===== config.mk =====
export PLATFORM = sky130hd
export DESIGN_NAME = nibble_serial_adder_ctrl
export DESIGN_NICKNAME = d
export VERILOG_FILES = /design/src/rtl/nibble_serial_adder_ctrl.sv
export SDC_FILE = /design/constraint.sdc
export NUM_CORES = 1
export LEC_CHECK = 0
export BUFFER_PORTS_ARGS = -buffer_cell sky130_fd_sc_hd__buf_4
export CORE_ASPECT_RATIO = 0.7
export CORE_MARGIN = 10
export CORE_UTILIZATION = 28
export DETAILED_ROUTE_END_ITERATION = 8
export GPL_TIMING_DRIVEN = 0
export PLACE_DENSITY_LB_ADDON = 0.3
export SLEW_MARGIN = 20
export SYNTH_ARGS = -nofsm -noshare
export SYNTH_HDL_FRONTEND = slang
export SYNTH_SLANG_ARGS = --single-unit

===== constraint.sdc =====
create_clock -name clk -period 4.65 [get_ports clk]
set_input_delay 0.2325 -clock clk [delete_from_list [all_inputs] [get_ports clk]]
set_output_delay 0.2325 -clock clk [all_outputs]
set_load 0.03 [all_outputs]

===== src/rtl/nibble_serial_adder_ctrl.sv =====
// nibble_serial_adder_ctrl
// Adds two WIDTH-bit operands through one shared 4-bit ripple-carry slice,
// one nibble per clock, least-significant nibble first.
// The carry between nibbles lives in a register.
// Operands arrive on a valid/ready handshake, and results leave on a second
// valid/ready handshake.
// Optional build macro: SERIAL_ADD_SUB_EN adds a 'sub' port.
// When sub=1 the block computes a - b through the same slice.

module nibble_serial_adder_ctrl #(
  parameter int WIDTH = 16
) (
  input  logic             clk,
  input  logic             rst,
  input  logic             in_valid,
  output logic             in_ready,
  input  logic [WIDTH-1:0] a,
  input  logic [WIDTH-1:0] b,
  input  logic             cin,
`ifdef SERIAL_ADD_SUB_EN
  input  logic             sub,
`endif
  output logic             out_valid,
  input  logic             out_ready,
  output logic [WIDTH-1:0] sum,
  output logic             cout,
  output logic             busy
);

  // Number of nibble steps; derived from WIDTH, never overridden.
  localparam int NIBBLES = WIDTH / 4;
  // The index register is at least one bit wide, even when NIBBLES == 1.
  localparam int IDX_W   = (NIBBLES > 1) ? $clog2(NIBBLES) : 1;
  localparam logic [IDX_W-1:0] LAST_IDX = IDX_W'(NIBBLES - 1);
  localparam logic [IDX_W-1:0] IDX_ONE  = IDX_W'(1);

  typedef enum logic [1:0] {
    S_IDLE = 2'd0,
    S_RUN  = 2'd1,
    S_DONE = 2'd2
  } state_t;

  // The shared 4-bit ripple-carry slice: {cout, s} = x + y + c.
  function automatic logic [4:0] add_nibble(
    input logic [3:0] x,
    input logic [3:0] y,
    input logic       c
  );
    logic [4:0] acc;
    logic       carry;
    carry = c;
    for (int k = 0; k < 4; k++) begin
      acc[k] = x[k] ^ y[k] ^ carry;
      carry  = (x[k] & y[k]) | (x[k] & carry) | (y[k] & carry);
    end
    acc[4] = carry;
    return acc;
  endfunction

  state_t            r_state;
  state_t            w_state_nxt;
  logic [IDX_W-1:0]  r_idx;
  logic              r_carry;
  logic [WIDTH-1:0]  r_a;
  logic [WIDTH-1:0]  r_b;
  logic [WIDTH-1:0]  r_sum;
  logic              r_cout;
  logic              r_out_valid;

  logic              w_accept;
  logic              w_last;
  logic              w_release;
  logic [IDX_W+1:0]  w_base;
  logic [3:0]        w_a_nib;
  logic [3:0]        w_b_nib;
  logic [3:0]        w_b_eff;
  logic [4:0]        w_slice;
  logic              w_carry_load;

`ifdef SERIAL_ADD_SUB_EN
  logic              r_sub;
`endif

  // Handshake qualifiers are decoded from the current state only.
  assign w_accept  = (r_state == S_IDLE) & in_valid;
  assign w_release = (r_state == S_DONE) & out_ready;
  assign w_last    = (r_idx == LAST_IDX);

  // Select the nibble pair for the current step from the captured operands.
  assign w_base  = {r_idx, 2'b00};
  assign w_a_nib = r_a[w_base +: 4];
  assign w_b_nib = r_b[w_base +: 4];

`ifdef SERIAL_ADD_SUB_EN
  // Subtraction is a + ~b + 1: invert B per nibble and seed the carry with 1.
  assign w_b_eff      = r_sub ? ~w_b_nib : w_b_nib;
  assign w_carry_load = sub ? 1'b1 : cin;
`else
  assign w_b_eff      = w_b_nib;
  assign w_carry_load = cin;
`endif

  assign w_slice = add_nibble(w_a_nib, w_b_eff, r_carry);

  // Outputs come only from registers or from the state decode.
  assign in_ready  = (r_state == S_IDLE);
  assign busy      = (r_state != S_IDLE);
  assign out_valid = r_out_valid;
  assign sum       = r_sum;
  assign cout      = r_cout;

  // State register.
  always_ff @(posedge clk or posedge rst) begin
    if (rst) begin
      r_state <= S_IDLE;
    end else begin
      r_state <= w_state_nxt;
    end
  end

  // Next-state logic: IDLE -> RUN on accept, RUN -> DONE after the last nibble,
  // and DONE -> IDLE once the consumer takes the result.
  always_comb begin
    w_state_nxt = r_state;
    case (r_state)
      S_IDLE: begin
        if (w_accept) begin
          w_state_nxt = S_RUN;
        end else begin
          w_state_nxt = S_IDLE;
        end
      end
      S_RUN: begin
        if (w_last) begin
          w_state_nxt = S_DONE;
        end else begin
          w_state_nxt = S_RUN;
        end
      end
      S_DONE: begin
        if (w_release) begin
          w_state_nxt = S_IDLE;
        end else begin
          w_state_nxt = S_DONE;
        end
      end
      default: begin
        w_state_nxt = S_IDLE;
      end
    endcase
  end

  // Operand capture and the per-nibble datapath (index, carry, sum nibbles).
  always_ff @(posedge clk or posedge rst) begin
    if (rst) begin
      r_idx   <= '0;
      r_carry <= 1'b0;
      r_a     <= '0;
      r_b     <= '0;
      r_sum   <= '0;
    end else begin
      case (r_state)
        S_IDLE: begin
          if (w_accept) begin
            r_a     <= a;
            r_b     <= b;
            r_carry <= w_carry_load;
            r_idx   <= '0;
            r_sum   <= '0;
          end else begin
            r_idx   <= r_idx;
          end
        end
        S_RUN: begin
          r_sum[w_base +: 4] <= w_slice[3:0];
          r_carry            <= w_slice[4];
          // The index wraps to 0 after the top nibble instead of overrunning.
          if (w_last) begin
            r_idx <= '0;
          end else begin
            r_idx <= r_idx + IDX_ONE;
          end
        end
        S_DONE: begin
          r_sum <= r_sum;
        end
        default: begin
          r_idx <= '0;
        end
      endcase
    end
  end

`ifdef SERIAL_ADD_SUB_EN
  // The operation mode is captured together with the operands.
  always_ff @(posedge clk or posedge rst) begin
    if (rst) begin
      r_sub <= 1'b0;
    end else if (w_accept) begin
      r_sub <= sub;
    end else begin
      r_sub <= r_sub;
    end
  end
`endif

  // Result handshake: the final carry goes to cout, and out_valid rises with the
  // last nibble and stays high until the consumer accepts the result.
  always_ff @(posedge clk or posedge rst) begin
    if (rst) begin
      r_cout      <= 1'b0;
      r_out_valid <= 1'b0;
    end else begin
      case (r_state)
        S_RUN: begin
          if (w_last) begin
            r_cout      <= w_slice[4];
            r_out_valid <= 1'b1;
          end else begin
            r_out_valid <= 1'b0;
          end
        end
        S_DONE: begin
          if (out_ready) begin
            r_out_valid <= 1'b0;
          end else begin
            r_out_valid <= 1'b1;
          end
        end
        S_IDLE: begin
          if (w_accept) begin
            r_cout <= 1'b0;
          end else begin
            r_cout <= r_cout;
          end
          r_out_valid <= 1'b0;
        end
        default: begin
          r_out_valid <= 1'b0;
        end
      endcase
    end
  end

endmodule

==> flow_metrics.py <==
metrics = {
    "status": {
        "status": "finished clean",
    },
    "setup_path": {
        "worstSetupEndpointType": "register",
        "crit_slowest_cell": "fa_1",
        "worst-setup-path-type": "reg -> reg",
        "cpPeakStageDelay_ns": 0.61,
        "cp_max_fo": 10,
        "cp.required_ns": 4.87,
        "reg2regPathDepth": 10,
        "path_common_cell": "fa_1",
        "startpoint_type": "register",
        "worstPathCellList": "buf_2, mux4_2, fa_1, inv_1, fa_1, fa_1, inv_1, fa_1, nand3_1, o2bb2ai_1",
        "r2r_start": "r_idx[0]",
        "crit_family": "adder cells",
        "reg2reg_to": "sum[11]",
        "arrival_ns": 3.49,
        "worst-path-buf-inv": 3,
        "reg2reg_setup_slack_ns": 1.38,
        "cp-endpoint": "sum[11]",
        "crit_start": "r_idx[0]",
        "path_depth": 10,
    },
    "grt": {
        "overflow": 0,
        "grt_pass1_wl_um": 10400,
        "grt_usage": 0.0973,
        "antenna_found_initial": 0,
        "grt_pass1_vias": 1940,
        "grt_start_max_net_pins": 56,
    },
    "synth": {
        "syn_inst": 200,
        "ys_warn_count": 0,
        "yosys.area.top_type_share": 0.521,
        "syn_area_sq_mm": 0.00264,
        "synth.top_cells.by_area": "dfrtp_1 (52%), mux2_2 (15%), mux4_2 (6.0%)",
        "seq_area_frac_synth": 0.521,
        "ys_top_cells_by_count": "dfrtp_1 (55), mux2_2 (36), inv_1 (19)",
        "ys.flop_type": "dfrtp_1",
        "ys_async_sr_fraction": 1.00,
        "synth-edff-count": 0,
        "yosys.area.top_type": "dfrtp_1",
        "syn-mean-instance-area_sq_um": 13.2,
        "synth.most_common_cell": "dfrtp_1",
        "synth_cell_types": 32,
        "syn_nets": 249,
        "synth-seq-cells": 55,
    },
    "timing": {
        "setup_viol": 0,
        "tns_ns": 0,
        "tightestPinTransition_ns": 0.705,
        "maxSlewHeadroom": 0.530,
        "fin_crit_sh": 0.703,
        "skew_ns": 0.00827,
        "holdWs_ns": 0.0457,
        "layout_min_cycle_time_ns": 3.27,
        "final_hold_viol_count": 0,
        "slew_violations": 0,
        "rsz0062_at_grt": "false",
        "fmax_mhz": 306,
    },
    "route": {
        "dr.pass1.iters": 5,
        "wirelength_um": 6470,
        "first_iter_violations": 58,
        "via_per_inst": 4.59,
        "routedWlPerCell_um": 16.7,
        "vias": 1782,
        "drc_errors": 0,
        "ant_nets": 0,
    },
    "floorplan": {
        "rows": 29,
        "die_area_sq_mm": 0.0138,
        "start_util": 0.289,
        "die_x_um": 136,
        "pin_count": 57,
        "die_h_um": 101,
        "core_sq_mm": 0.00914,
    },
    "cts": {
        "cts_buffers": 5,
        "cts_setup_buffers": 0,
        "clockBufferDepth": 2,
        "root_buffer": "clkbuf_16",
        "worstSkewPairLatency_ns": 0.29,
        "ctsHoldBuffers": 0,
        "clkTransAtPathRegs_ns": 0.08,
        "tritoncts": "yes",
        "htree_levels": 2,
        "cts.sinks": 55,
        "cts_resized": 0,
    },
    "power": {
        "peakVddDrop_uv": 325,
        "switching_share": 0.408,
        "switchingPower_mw": 1.01,
        "finalPower_mw": 2.48,
        "pwr-share-seq": 0.311,
        "p_int_mw": 1.47,
        "leakagePower_nw": 1.53,
        "combPwrFrac": 0.536,
        "p_clk_frac": 0.153,
        "pwr_density_cell_mw_per_mm2": 736,
    },
    "placed_design": {
        "placed_area_sq_mm": 0.00322,
        "port_buffers": 56,
        "place_congestion": 0.777,
        "place_hpwl_um": 4890,
    },
    "finish": {
        "seqCellArea_sq_mm": 0.00138,
        "n_fill_cell": 917,
        "antenna_cells": 0,
        "utilization": 0.369,
        "fin_nets": 312,
        "drive_gt1_frac": 0.443,
        "multi_input_area_sq_mm": 0.00116,
        "areaGrowthSynthToFinish_pct": 27.5,
        "finalInstanceArea_sq_mm": 0.00337,
    },
    "flow_run": {
        "timing.max_cap.violations": 0,
    },
    "hold_path": {
        "holdCritPathClass": "in -> async",
    },
}
-- sequential cells by signal (all words and copies together) (netlist names) --
name / flops
r_idx: 2
out_valid: 1
cout: 1
r_a: 16
r_b: 16
sum: 16
r_carry: 1
r_state: 2
-- worst reg2reg max path, cell delays in order, from the launching register on --
cell and delay, ns:
dfrtp_1 0.49, buf_2 0.39, mux4_2 0.59, fa_1 0.39
inv_1 0.07, fa_1 0.18, fa_1 0.16, inv_1 0.05
fa_1 0.61, nand3_1 0.12, o2bb2ai_1 0.15
-- power by group through the flow --
| stage | sequential (mW) | clock, mW | combinational, mW |
|---|---|---|---|
| 2_1_floorplan | 0.799 | 0 | 0.878 |
| 3_3_place_gp | 0.773 | 0 | 1.31 |
| 3_5_place_dp | 0.780 | 0 | 1.33 |
| 4_1_cts | 0.771 | 0.390 | 1.34 |
| 5_1_grt | 0.795 | 0.409 | 1.46 |
| 6_report | 0.771 | 0.380 | 1.33 |
-- final cells by class --
class | instances | area share
clock buffers | 5 | 0.0371
inverters | 20 | 0.0230
well taps | 124 | 0.0460
plain buffers | 7 | 0.0100
clock inverters | 3 | 0.00705
multi-input cells | 118 | 0.344
flip-flops and latches | 55 | 0.408
repair buffers | 56 | 0.125
-- cells in the final DEF, fill, tap and decap left out, drive strengths merged, types with 4 or more instances in the layout --
cell     count
ha           8
inv         21
a21oi        4
dfrtp       55
fa           4
buf         62
clkbuf       6
o31ai        4
nand3        4
nand2        7
o2bb2ai      4
nor2         5
mux2        36
o21ai       11
mux4         8
-- routing by layer --
| layer | global-route usage | share of wire | wire length (um) | up-vias |
|---|---|---|---|---|
| met4 | 0.0220 | 0.0066 | 43 | 0 |
| met3 | 0.0351 | 0.083 | 539 | 5 |
| met2 | 0.145 | 0.44 | 2820 | 56 |
| met5 | 0 | 0 | 0 | - |
| li1 | - | - | - | 834 |
| met1 | 0.133 | 0.47 | 3070 | 887 |
-- stage by stage --
| step | instances | setup slack (ns) |
|---|---|---|
| 4_1_cts | 388 | 1.36 |
| 6_report | 388 | 1.38 |
| 3_3_place_gp | 380 | 1.38 |
| 3_5_place_dp | 380 | 1.37 |
| 5_1_grt | 388 | 1.20 |
| 2_1_floorplan | 200 | 1.82 |
-- kinds of logic after synthesis --
group           share of synthesized area
buf+inv                            0.0412
fa+ha+maj                          0.0682
compound gates                     0.0601
flops                               0.521
simple gates                       0.0757
mux                                 0.234
-- how the worst min path moves through the flow --
stage / slack [ns] / cells past startpoint / to
after floorplan: 0.38 / 1 / r_a[13]
after global placement: 0.47 / 2 / r_b[10]
after detailed placement: 0.40 / 2 / r_b[14]
after CTS: 0.08 / 2 / r_b[14]
after global routing: 0.10 / 2 / r_b[14]
final: 0.05 / 2 / r_b[14]
(Power assumes the default switching activity.)
